`src/rtl/serial_adder_pkg.sv`:
```
// Shared definitions for the bit-serial adder: FSM encodings and default width.
package serial_adder_pkg;

  localparam int DEFAULT_WIDTH = 8;

  typedef enum logic [1:0] {
    IDLE = 2'd0,
    RUN  = 2'd1,
    DONE = 2'd2
  } state_t;

  // Counter width that can represent WIDTH without wrapping.
  function automatic int cnt_width(input int width);
    return $clog2(width) + 1;
  endfunction

endpackage

```
`src/rtl/serial_adder_fa_bit.sv`:
```
// Combinational 1-bit full adder cell used by the serial adder datapath.
module fa_bit (
  input  logic a,
  input  logic b,
  input  logic ci,
  output logic s,
  output logic co
);

  logic p;

  assign p  = a ^ b;
  assign s  = p ^ ci;
  assign co = (a & b) | (ci & p);

endmodule

```
`src/rtl/serial_adder.sv`:
```
// Bit-serial adder: one full-adder cell walks the operands LSB-first over WIDTH cycles.
module serial_adder
  import serial_adder_pkg::*;
#(
  parameter int WIDTH = DEFAULT_WIDTH
) (
  input  logic             clk,
  input  logic             rst_n,
  input  logic             start,
  input  logic [WIDTH-1:0] a,
  input  logic [WIDTH-1:0] b,
  input  logic             cin,
  output logic             busy,
  output logic             done,
  output logic [WIDTH-1:0] sum,
  output logic             cout
);

  localparam int CNT_W = cnt_width(WIDTH);
  localparam logic [CNT_W-1:0] LAST_CNT = CNT_W'(WIDTH - 1);

  state_t state, state_nxt;

  logic [WIDTH-1:0] a_sr;
  logic [WIDTH-1:0] b_sr;
  logic [WIDTH-1:0] res_sr;
  logic [WIDTH-1:0] res_nxt;
  logic [CNT_W-1:0] cnt;
  logic             carry;
  logic             cell_s;
  logic             cell_co;
  logic             last_bit;

  fa_bit u_fa (
    .a  (a_sr[0]),
    .b  (b_sr[0]),
    .ci (carry),
    .s  (cell_s),
    .co (cell_co)
  );

  assign last_bit = (cnt == LAST_CNT);
  assign res_nxt  = {cell_s, res_sr[WIDTH-1:1]};

  always_ff @(posedge clk or negedge rst_n) begin
    if (!rst_n) begin
      state <= IDLE;
    end else begin
      state <= state_nxt;
    end
  end

  always_comb begin
    state_nxt = state;
    case (state)
      IDLE:    if (start) state_nxt = RUN;
      RUN:     if (last_bit) state_nxt = DONE;
      DONE:    state_nxt = IDLE;
      default: state_nxt = IDLE;
    endcase
  end

  always_comb begin
    busy = 1'b0;
    done = 1'b0;
    case (state)
      RUN:     busy = 1'b1;
      DONE:    done = 1'b1;
      default: ;
    endcase
  end

  // Operands are captured once at acceptance so later input changes cannot disturb the sum.
  always_ff @(posedge clk or negedge rst_n) begin
    if (!rst_n) begin
      a_sr   <= '0;
      b_sr   <= '0;
      res_sr <= '0;
      carry  <= 1'b0;
      cnt    <= '0;
      sum    <= '0;
      cout   <= 1'b0;
    end else begin
      case (state)
        IDLE: begin
          if (start) begin
            a_sr  <= a;
            b_sr  <= b;
            carry <= cin;
            cnt   <= '0;
          end
        end
        RUN: begin
          a_sr   <= a_sr >> 1;
          b_sr   <= b_sr >> 1;
          res_sr <= res_nxt;
          carry  <= cell_co;
          cnt    <= cnt + 1'b1;
          if (last_bit) begin
            sum  <= res_nxt;
            cout <= cell_co;
          end
        end
        default: ;
      endcase
    end
  end

endmodule
```
`config.mk`:
```
export PLATFORM = sky130hd
export DESIGN_NAME = serial_adder
export DESIGN_NICKNAME = d
export VERILOG_FILES = /design/src/rtl/serial_adder_pkg.sv /design/src/rtl/serial_adder_fa_bit.sv /design/src/rtl/serial_adder.sv
export SDC_FILE = /design/constraint.sdc
export NUM_CORES = 1
export LEC_CHECK = 0
export BUFFER_PORTS_ARGS = -buffer_cell sky130_fd_sc_hd__buf_2
export CAP_MARGIN = 20
export CORE_ASPECT_RATIO = 0.75
export CORE_MARGIN = 4
export CORE_UTILIZATION = 49
export DETAILED_ROUTE_END_ITERATION = 10
export PLACE_DENSITY = 0.75
export RECOVER_POWER = 100
export SYNTH_ARGS = -nofsm -noshare
export SYNTH_HDL_FRONTEND = slang
export SYNTH_SLANG_ARGS = --single-unit
```
`constraint.sdc`:
```
create_clock -name clk -period 1.3 [get_ports clk]
set_input_delay 0.13 -clock clk [delete_from_list [all_inputs] [get_ports clk]]
set_output_delay 0.13 -clock clk [all_outputs]
set_load 0.02 [all_outputs]
```
# Yosys cells after proc, flatten, opt, wreduce, memory -nomap -nowiden
# Index checks and enable logic that the tools add are counted.
[totals]
register_bits = 40
input_bits = 20
elab_cells = 37
output_inout_bits = 11
[op_classes]
n_addsub = 1
muxes = 13
eq_ne = 5
n_reduce_logical = 5
bitwise_logic = 5
[op_table]
columns = ["operator", "n"]
rows = [
  ["8-bit case mux with 2 select lines", 2],
  ["8-bit two-way mux", 2],
  ["4-bit case mux with 2 select lines", 1],
  ["2-bit AND reduction", 3],
  ["4-bit by 1-bit adder with 4-bit output (second input constant)", 1],
  ["4-bit by 3-bit == test with 1-bit output (second input constant)", 1],
  ["2-bit two-way mux", 2],
  ["4-bit two-way mux", 1],
  ["2-bit != test (second input constant)", 2],
  ["2-bit case mux with 2 select lines", 1],
  ["1-bit two-way mux", 3],
  ["1-bit AND", 2],
  ["2-bit by 1-bit == test with 1-bit output (second input constant)", 1],
  ["2-bit == test (second input constant)", 1],
  ["2-bit logical NOT", 1],
  ["1-bit case mux with 2 select lines", 1],
  ["2-bit nonzero test", 1],
  ["1-bit bitwise XOR", 2],
  ["1-bit OR", 1],
]

# Longest topological paths before layout
[depth]
depth_word = 4
mapped_depth = 6
ltp_nobuf = 4

# Cells and area by module
# A second synthesis with hierarchy kept.
[unflattened]
cells_unflattened = 168
hier_area_um2 = 1765.4
[modules_own_cells]
columns = ["module", "cells_each", "seq_area_each_um2", "n_inst", "area_per_inst_um2"]
rows = [
  ["serial_adder", 167, 975.9, 1, 1745.4],
  ["fa_bit", 1, 0.0, 1, 20.0],
]

# Worst setup path before layout
# No wires, ideal clock.
[synth_path]
path_kind = "register -> register"
from = "reg state[0]"
to = "reg cnt[1]"
synth_period_minus_slack_ps = 1445
path_slack_ps = -145
path_buffers = 2
setup_time_ps = 121
required_time_ps = 1179
stages_incl_launch_ff = 6
t_arrival_ps = 1324
path_cell_list = "dfrtp_1 -> buf_4 -> nand2b_4 -> buf_2 -> clkinv_1 -> a22o_1"
[synth_between]
elab_chain_cells = 3
elab_cells_between_ends = 6
classes_between = "eq/ne: 2; mux: 1; reduce/logical: 3"
[synth_rtl]
columns = ["element", "line_no", "rtl"]
rows = [
  ["from (decl)", "serial_adder.sv:22", "state_t state, state_nxt;"],
  ["from (signal assigned)", "serial_adder.sv:49", "state <= state_nxt;"],
  ["2-bit by 1-bit == test with 1-bit output / 2-bit logical NOT (equally long branches)", "serial_adder.sv:84", "case (state)"],
  ["2-bit nonzero test (no source line) / 2-bit != test (equally long branches)", "--", ""],
  ["2-bit AND reduction (no source line)", "--", ""],
  ["to (signal assigned)", "serial_adder.sv:98", "cnt <= cnt + 1'b1;"],
  ["to (decl)", "serial_adder.sv:28", "logic [CNT_W-1:0] cnt;"],
]
# Parallel ways exist; a longest one is shown, timed or not.
# A chain may end at the register's enable or synchronous reset.

# Worst setup path in the final report
[layout_path]
from = "reg cnt[1]"
to = "reg sum[0]"
[layout_between]
elab_chain_cells = 2
[layout_rtl]
columns = ["element", "line_no", "rtl"]
rows = [
  ["4-bit by 3-bit == test with 1-bit output", "serial_adder.sv:42", "assign last_bit = (cnt == LAST_CNT);"],
  ["2-bit AND reduction (no source line)", "--", ""],
  ["to (signal assigned)", "serial_adder.sv:100", "sum <= res_nxt;"],
  ["to (decl)", "serial_adder.sv:15", "output logic [WIDTH-1:0] sum,"],
]
# No other way between the ends.

==> out/metrics.yaml <==
clock_tree:
  root_buffer: "clkbuf_8"
  cts_buffers: 5
  tritoncts: "built"
  path_clk_slew_ns: 0.07
  clockBufferDepth: 2
  clock_latency_ns: 0.28
  h-tree-depth: 2
  cts_sinks: 39
final_layout:
  nNetsFinal: 230
  antennaDiodeCount: 0
  multi_input_area_um2: 706.9
  area.growth.synth_to_final_pct: 32.68
  fill_cells: 243
  utilization_pct: 67.20
  final_cells: 249
  seq_area_um2: 977.2
  drive_gt1_share_pct: 32.54
detailed_routing:
  first_pass_iters: 5
  drc: 0
  drtAntennaViolNets: 0
  vias_per_cell: 5.394
  via_count: 1343
  wl_per_cell_um: 15.81
  wirelength_mm: 3.937
  drt_iter0_markers: 157
sta:
  setup_ws_ns: -0.1253
  rsz0062_at_grt: "yes"
  setup_viol: 11
  tightest_slew_ns: 0.9369
  hold_viol: 0
  relSlewSlack_pct: 37.54
  setup_tns_ns: -1.135
  slew_violations: 0
  fmax_mhz: 701.6
  clock_skew_ns: 0.007168
  min_period_over_period_pct: 109.6
  period_needed_ns: 1.425
logic_synthesis:
  netlist_instances: 155
  synthTopCellsByArea: "dfrtp_1, nand2_1, mux2_2"
  synth_edf_count: 0
  async_flop_share_pct: 100.0
  yosysWarnings: 0
  synthSimpleGateAreaFrac_pct: 15.48
  synthAdderAreaFrac_pct: 1.953
  ys_top_cells_by_count: "nand2_1, dfrtp_1, o21ai_0"
  seq_area_frac_synth_pct: 58.60
  synth_mux_area_share_pct: 6.762
  synth_ff_type: "dfrtp_1"
  synth_compound_area_share_pct: 14.20
  synth_area_per_cell_um2: 10.74
  synth_top_family_by_area: "simple AND/OR/NAND/NOR gates"
  yosysTopAreaCell: "dfrtp_1"
  ys_seq_elements: 39
  yosysMostFrequentCell: "nand2_1"
  synth_area_um2: 1665
  synth_cell_types: 24
  synth_nets: 177
  synth.top_cell.area_share_pct: 58.60
  synthXorXnorAreaFrac_pct: 0
power_and_ir_drop:
  power_density_nw_per_um2: 2478
  peakVddDrop_v: 0.001215
  p_total_uw: 5476
  leakagePower_uw: 0.001065
setup_path:
  cpLargestDelayFamily: "flip-flops"
  ff2ff_path_depth: 5
  worstPathRequired_ns: 1.47
  cp.arrival_ns: 1.59
  worst-path-buf-inv: 1
  crit_fanout: 5
  worstSetupStartpointType: "flip-flop"
  startpoint: "cnt[1]"
  worstSetupPathType: "reg -> reg"
  ff2ff_setup_slack_ns: -0.13
  crit_path_max_incr_delay_ns: 0.41
  cp.depth: 5
  cpMaxStageDelayCell: "dfrtp_1"
  cp-end-kind: "flip-flop"
  r2r_start: "cnt[1]"
  crit_chain: "ha_4 > nand2_4 > nor3_4 > buf_6 > mux2_4"
grt:
  grt-ovfl-total: 0
  grt_pass1_vias: 1288
  grt_max_degree: 25
  grt_use_total_pct: 17.51
  grt_pass1_wl_mm: 5.747
  antenna_found_initial: 0
die:
  die_width_um: 75.32
  die_h_um: 58.49
  dieArea_um2: 4405
  start_util_pct: 50.65
  coreArea_um2: 3288
  ios: 31
  fp-row-count: 18
placement:
  gp_congestion: 0.7898
  hpwl_mm: 2.692
  place_inst: 232
  pre_cts_ws_ns: -0.1193
  io_buffers: 30
min_path:
  hold_depth: 3
  min-delay-start: "b[4]"
  worstHoldPathType: "in -> reg"
job:
  maxCapViolCount: 0
outcome:
  status: "finished, violations left"
  violations: "negative setup slack"
[placed cells by master, fill, tap and decap left out]
master,instances
a21oi_1,4
a22o_1,2
a22oi_1,12
a31oi_1,1
a32o_1,1
and3b_1,3
buf_12,2
buf_2,19
buf_4,18
buf_6,2
buf_8,2
clkbuf_1,13
clkbuf_8,5
clkinv_2,1
clkinv_8,1
dfrtp_1,38
dfrtp_2,1
dlygate4sd3_1,1
fa_2,1
ha_4,1
inv_1,1
mux2_2,1
mux2_4,9
nand2_1,39
nand2_4,1
nand2b_4,1
nand3_1,3
nor2_1,3
nor2b_1,2
nor2b_4,1
nor3_4,1
o21ai_0,17
o21bai_2,1
or3_1,1
[per-stage QoR]
| step | instance area, um2 | hold slack (ns) |
|---|---|---|
| floorplan | 1667 | -0.1656 |
| global placement | 1957 | 0.06502 |
| detailed placement | 1957 | 0.07072 |
| CTS | 2101 | 0.1394 |
| global route | 2210 | 0.1546 |
| finish | 2210 | 0.1395 |
[timing repair]
item / CTS / global route
cloned: 0 / 1
hold buffers: 1 / 0
pin swaps: 0 / 3
endpoints found under the hold margin: 15 / 0
resized for setup: 10 / 23
endpoints found under the setup margin: 11 / 27
buffers inserted: 2 / 5
[cells by family after synthesis]
kind of cell    after synthesis
flops                        39
simple gates                 55
mux                          10
buf+inv                      11
fa+ha+maj                     2
compound gates               38
[cell type report]
type                       count  share of cell area [%]
timing repair buffer          55                   16.93
tap                           40                   2.265
clock inverter                 1                  0.2265
clock buffer                   7                   3.454
inverter                       2                  0.9060
sequential                    39                   44.22
multi-input combinational    105                   31.99
[worst paths after layout]
path	endpoint
max in group asynchronous	state[0]
setup reg to reg	sum[0]
hold / removal	b_sr[4]
hold reg to reg	b_sr[5]
setup / recovery	sum[0]
min in group asynchronous	b_sr[6]
[worst reg2reg max path: cells and delay by family, from the launching register on]
kind | cells | cell delay (ns)
muxes | 1 | 0.30
DFF | 1 | 0.41
adders and majority gates | 1 | 0.17
buffers and inverters | 1 | 0.17
and+or+nand+nor | 2 | 0.27
[routing by layer]
metal / vias to the layer above / track usage [%] / routed length (um)
met1: 658 / 22.95 / 1648
met3: 9 / 4.096 / 188
li1: 644 / - / -
met4: 0 / 5.985 / 66
met2: 32 / 28.66 / 2033
met5: - / 0 / 0
[report_power, final]
group	switching (uW)	total (uW)	internal [uW]
registers	373	2100	1730
clock network	384	760	376
logic	1320	2620	1300
total	2070	5480	3400
[registers in the layout (all words and copies together), names as in the netlist]
name    cells
state       2
cout        1
sum         8
res_sr      7
carry       1
cnt         4
a_sr        8
b_sr        8
No activity file was read; power rests on OpenSTA's default activity.
